==> config.mk <==
export PLATFORM = sky130hd
export DESIGN_NAME = itcm_ctrl
export DESIGN_NICKNAME = d
export VERILOG_FILES = /design/src/rtl/itcm_ctrl.sv
export SDC_FILE = /design/constraint.sdc
export NUM_CORES = 1
export LEC_CHECK = 0
export CORE_MARGIN = 3
export CORE_UTILIZATION = 35
export DETAILED_ROUTE_END_ITERATION = 10
export GPL_TIMING_DRIVEN = 0
export PLACE_DENSITY = 0.78
export RECOVER_POWER = 50
export SLEW_MARGIN = 10
export SYNTH_ARGS = -nofsm -noshare
export SYNTH_HDL_FRONTEND = slang
export SYNTH_SLANG_ARGS = --single-unit
==> constraint.sdc <==
create_clock -name clk -period 1.7 [get_ports clk]
set_clock_uncertainty 0.1 [all_clocks]
set_input_delay 0.34 -clock clk [delete_from_list [all_inputs] [get_ports clk]]
set_output_delay 0.34 -clock clk [all_outputs]
set_load 0.05 [all_outputs]
==> src/rtl/itcm_ctrl.sv <==
// ITCM controller: arbitrates the IFU fetch port and the LSU load/store port
// onto one single-port SRAM. LSU has priority, and responses come back one cycle after the command.
module itcm_ctrl #(
    parameter int AW = 16,
    parameter int DW = 32
) (
    input  logic              clk,
    input  logic              rst,

    input  logic              ifu_cmd_valid,
    output logic              ifu_cmd_ready,
    input  logic [AW-1:0]     ifu_cmd_addr,
    output logic              ifu_rsp_valid,
    input  logic              ifu_rsp_ready,
    output logic [DW-1:0]     ifu_rsp_rdata,
    output logic              ifu_rsp_err,

    input  logic              lsu_cmd_valid,
    output logic              lsu_cmd_ready,
    input  logic [AW-1:0]     lsu_cmd_addr,
    input  logic              lsu_cmd_read,
    input  logic [DW-1:0]     lsu_cmd_wdata,
    input  logic [DW/8-1:0]   lsu_cmd_wmask,
    output logic              lsu_rsp_valid,
    input  logic              lsu_rsp_ready,
    output logic [DW-1:0]     lsu_rsp_rdata,
    output logic              lsu_rsp_err,

    output logic              ram_cs,
    output logic              ram_we,
    output logic [AW-3:0]     ram_addr,
    output logic [DW/8-1:0]   ram_wem,
    output logic [DW-1:0]     ram_din,
    input  logic [DW-1:0]     ram_dout,

    output logic              itcm_nohold
);

    localparam int MW = DW / 8;

    logic          lsu_rsp_valid_q;
    logic          lsu_first_q;
    logic [DW-1:0] lsu_hold_q;
    logic          ifu_rsp_valid_q;
    logic          ifu_first_q;
    logic          ifu_err_q;
    logic [DW-1:0] ifu_hold_q;
    logic          nohold_q;

    logic ifu_grant;
    logic lsu_acc;
    logic ifu_acc;
    logic ifu_aligned;
    logic lsu_write;

    // LSU word accesses ignore the byte offset bits.
    logic unused_lsu_addr_lo;
    assign unused_lsu_addr_lo = &{1'b0, lsu_cmd_addr[1:0]};

    // rsp_ready only reaches the SRAM strobe through cmd_ready.
    assign lsu_cmd_ready = !lsu_rsp_valid_q || lsu_rsp_ready;
    assign ifu_grant     = !lsu_cmd_valid || !lsu_cmd_ready;
    assign ifu_cmd_ready = ifu_grant && (!ifu_rsp_valid_q || ifu_rsp_ready);

    assign lsu_acc     = lsu_cmd_valid && lsu_cmd_ready;
    assign ifu_acc     = ifu_cmd_valid && ifu_cmd_ready;
    assign ifu_aligned = (ifu_cmd_addr[1:0] == 2'b00);
    assign lsu_write   = lsu_acc && !lsu_cmd_read;

    assign ram_cs   = lsu_acc || (ifu_acc && ifu_aligned);
    assign ram_we   = lsu_write;
    assign ram_addr = lsu_acc ? lsu_cmd_addr[AW-1:2] : ifu_cmd_addr[AW-1:2];
    assign ram_wem  = lsu_write ? lsu_cmd_wmask : {MW{1'b0}};
    assign ram_din  = lsu_cmd_wdata;

    // SRAM data is live only in the first response cycle; after that the held copy is shown.
    assign ifu_rsp_valid = ifu_rsp_valid_q;
    assign ifu_rsp_rdata = ifu_first_q ? ram_dout : ifu_hold_q;
    assign ifu_rsp_err   = ifu_err_q;
    assign lsu_rsp_valid = lsu_rsp_valid_q;
    assign lsu_rsp_rdata = lsu_first_q ? ram_dout : lsu_hold_q;
    assign lsu_rsp_err   = 1'b0;
    assign itcm_nohold   = nohold_q;

    // NOTE: state registers use non-blocking assignments so every flop samples pre-edge values.
    always_ff @(posedge clk) begin
        if (rst) begin
            lsu_rsp_valid_q <= 1'b0;
            lsu_first_q     <= 1'b0;
            lsu_hold_q      <= '0;
            ifu_rsp_valid_q <= 1'b0;
            ifu_first_q     <= 1'b0;
            ifu_err_q       <= 1'b0;
            ifu_hold_q      <= '0;
            nohold_q        <= 1'b1;
        end else begin
            lsu_first_q <= lsu_acc && lsu_cmd_read;
            if (lsu_acc) begin
                lsu_rsp_valid_q <= 1'b1;
            end else if (lsu_rsp_valid_q && lsu_rsp_ready) begin
                lsu_rsp_valid_q <= 1'b0;
            end
            if (lsu_write) begin
                lsu_hold_q <= '0;
            end else if (lsu_first_q) begin
                lsu_hold_q <= ram_dout;
            end

            ifu_first_q <= ifu_acc && ifu_aligned;
            if (ifu_acc) begin
                ifu_rsp_valid_q <= 1'b1;
                ifu_err_q       <= !ifu_aligned;
            end else if (ifu_rsp_valid_q && ifu_rsp_ready) begin
                ifu_rsp_valid_q <= 1'b0;
                ifu_err_q       <= 1'b0;
            end
            if (ifu_acc && !ifu_aligned) begin
                ifu_hold_q <= '0;
            end else if (ifu_first_q) begin
                ifu_hold_q <= ram_dout;
            end

            if (lsu_acc) begin
                nohold_q <= 1'b1;
            end else if (ifu_acc && ifu_aligned) begin
                nohold_q <= 1'b0;
            end
        end
    end

endmodule

==> flow_summary.ini <==
[run_status]
run_status = complete, but fails checks
violations = setup timing

[finish]
design_area_um2 = 7239
final_cell_mix = clkdlybuf4s50_1, buf_8, mux2_4
layout-drive-gt1-share = 0.5168
antenna_cells = 0
syn_to_final_growth_pct = 120.1
nNetsFinal = 698
layout.cells.most_common = clkdlybuf4s50_1
final_cells = 704

[clock_tree]
clockRootBuffer = clkbuf_8
clkTransAtPathRegs_ns = 0.08
cts_hold_buf = 0
clkLatencyLatePin_ns = 0.34
cts.path.max_buffers = 2
cts_tree = done
clock_sinks = 70
numCtsBuffers = 9
htree_num_levels = 3

[power_and_ir_drop]
ir_drop_mv = 0.4098
leakage_nw = 3.211
pwr_density_cell_nw_per_um2 = 676.8
design_power_total_w = 0.004900

[place]
place_worst_setup_slack_ns = -1.139
place_congestion = 0.7511
numPlacedInstances = 629
dp_hpwl_um = 7745
dpl-instance-area_um2 = 5530
io_buffer_count = 194

[timing]
finalCriticalPeriod_ns = 2.078
finalCritPeriodShare = 1.223
rsz0062_at_grt = yes
worstMarginPinSlew_ns = 0.6256
hold_viol_final = 0
final_max_slew_viol_count = 0
finalSetupViolations = 119
final.setup.tns_ns = -24.24
fmax_mhz = 481.2
setup_ws_ns = -0.3783
timing.slew.headroom = 0.5830

[logic_synthesis]
syn_nets = 434
syn-instance-count = 327
syn_area_per_cell_um2 = 10.06
ys_seq_area_frac = 0.4260
yosysWarnings = 0
synth_top_area_cell = dfxtp_1
netlist.area_leader.share = 0.4260
ys_seq_elements = 70
syn-cell-area_um2 = 3289
synth_area_leaders = dfxtp_1, mux2_2, buf_4
synth_cell_types = 27

[hold_path]
hold_class = in2reg
holdPathEnd = ifu_rsp_err
hold_depth = 4
hp-start = ifu_rsp_ready

[global_routing]
overflow = 0
grt_pass1_wl_um = 17940
busiest_layer = met2
grt_usage = 0.2225
antenna_found_initial = 0
grtUsageMet1 = 0.2434
grt_pass1_vias = 3514
grt_max_degree = 13
grtUsageMet2 = 0.4016
gr-usage-met3 = 0.08728

[setup_path]
required_ns = 1.26
regToRegSetupSlack_ns = -0.16
critPathArrivalTime_ns = 1.64
crit_fanout = 6
endpoint_kind = primary output
r2r_cells = 9
reg2reg_from = lsu_rsp_valid
regToRegEndpoint = ifu_hold_q[25]
critPathKind = reg2out
critPathLaunchType = flop

[route]
wl_um = 12450
drtPass1Iterations = 4
ant_nets = 0
wire_per_inst_um = 17.68
viasPerCell = 4.636
drc = 0
dr_total_vias = 3264
dr.first_iter.drc_count = 58

[floorplanning]
fp.coreArea_um2 = 8934
fp.dieH_um = 102.9
die-area_um2 = 10600
ios = 230
start_util = 0.3682
rows = 34
die_w_um = 102.9

[job]
cap_violations = 0
==> repair_timing <==
item | CTS | global route
setup buffers | 41 | 23
pin swaps | 2 | 1
endpoints found under the setup margin | 150 | 143
gates cloned | 11 | 0
hold endpoints to repair | 0 | 0
gates resized for setup | 765 | 82
==> where the power goes <==
group,switching (W),internal (W),leakage [nW]
clock,0.000632,0.000907,0.120
sequential,0.0000155,0.00167,0.569
combinational,0.000855,0.000820,2.52
total,0.00150,0.00340,3.21
==> layout make-up <==
type,count,area [µm²]
repair buffers,260,3164
multi-input cells,201,1911
fillers,503,1694
flip-flops and latches,70,1413
plain buffers,45,365.4
clock buffers,11,151.4
well taps,108,135.1
clock inverters,5,80.08
inverters,4,20.02
==> worst max-delay path by stage <==
stage,start,end,slack (ns),cells after the start
after floorplan,lsu_rsp_valid,ram_wem[0],-0.15,5
after global placement,lsu_cmd_valid,ram_addr[3],-1.14,5
after detailed placement,lsu_cmd_valid,ram_addr[3],-1.14,5
after CTS,lsu_rsp_valid,ram_addr[5],-0.45,7
after global routing,lsu_rsp_valid,ram_addr[8],-0.43,6
final,lsu_rsp_valid,ram_addr[2],-0.38,6
==> synthesized netlist by cell type <==
| cell type | n |
|---|---|
| inv_2 | 2 |
| clkbuf_1 | 5 |
| a211oi_1 | 1 |
| a32oi_1 | 1 |
| buf_4 | 33 |
| and3_1 | 1 |
| a2111oi_4 | 1 |
| mux2_1 | 13 |
| inv_1 | 2 |
| nand2_1 | 34 |
| o211ai_1 | 1 |
| nand3_1 | 1 |
| o31ai_2 | 1 |
| dfxtp_1 | 70 |
| mux2_2 | 65 |
| buf_2 | 11 |
| nor3b_1 | 5 |
| nand2b_1 | 1 |
| buf_6 | 3 |
| nor2b_1 | 33 |
| a21oi_1 | 3 |
| o31ai_1 | 1 |
| o21ai_0 | 1 |
| conb_1 | 1 |
| nor2_1 | 35 |
| nor2b_4 | 1 |
| mux2i_1 | 1 |
==> sequential cells by signal, indices dropped and copies added, names as in the netlist <==
signal and flops:
ifu_rsp_err 1, ifu_hold_q 32, ifu_first_q 1, itcm_nohold 1
lsu_first_q 1, lsu_rsp_valid 1, lsu_hold_q 32, ifu_rsp_valid 1
==> stage by stage <==
stage | hold WS [ns] | util
2_1_floorplan | 0.2994 | -
3_3_place_gp | 0.3602 | 0.6190
3_5_place_dp | 0.3840 | 0.6190
4_1_cts | 0.4014 | 0.7845
5_1_grt | 0.3485 | 0.8104
6_report | 0.3064 | 0.8104
==> cell families (layout without fill, tap and decap cells) <==
family	after synthesis	after routing	synth area share
multiplexers	79	79	0.2701
AND/OR/NAND/NOR	111	111	0.1624
other	1	1	0.001140
buffers and inverters	56	325	0.1126
AO/OA/AOI/OAI	10	10	0.02777
flip-flops	70	70	0.4260
==> worst max-delay path: stages, from the launching register on <==
cell	delay (ns)
dfxtp_4	0.34
nor2b_4	0.18
inv_6	0.06
nand2_8	0.10
buf_16	0.13
mux2_4	0.33
buf_8	0.16
==> layer usage <==
| metal | part of all wire | routed length [µm] |
|---|---|---|
| met3 | 0.085 | 1062 |
| met2 | 0.54 | 6676 |
| met4 | 0.015 | 190 |
| met1 | 0.36 | 4520 |
| met5 | 0 | 0 |
Note: power is estimated with default switching activity, not from simulation.
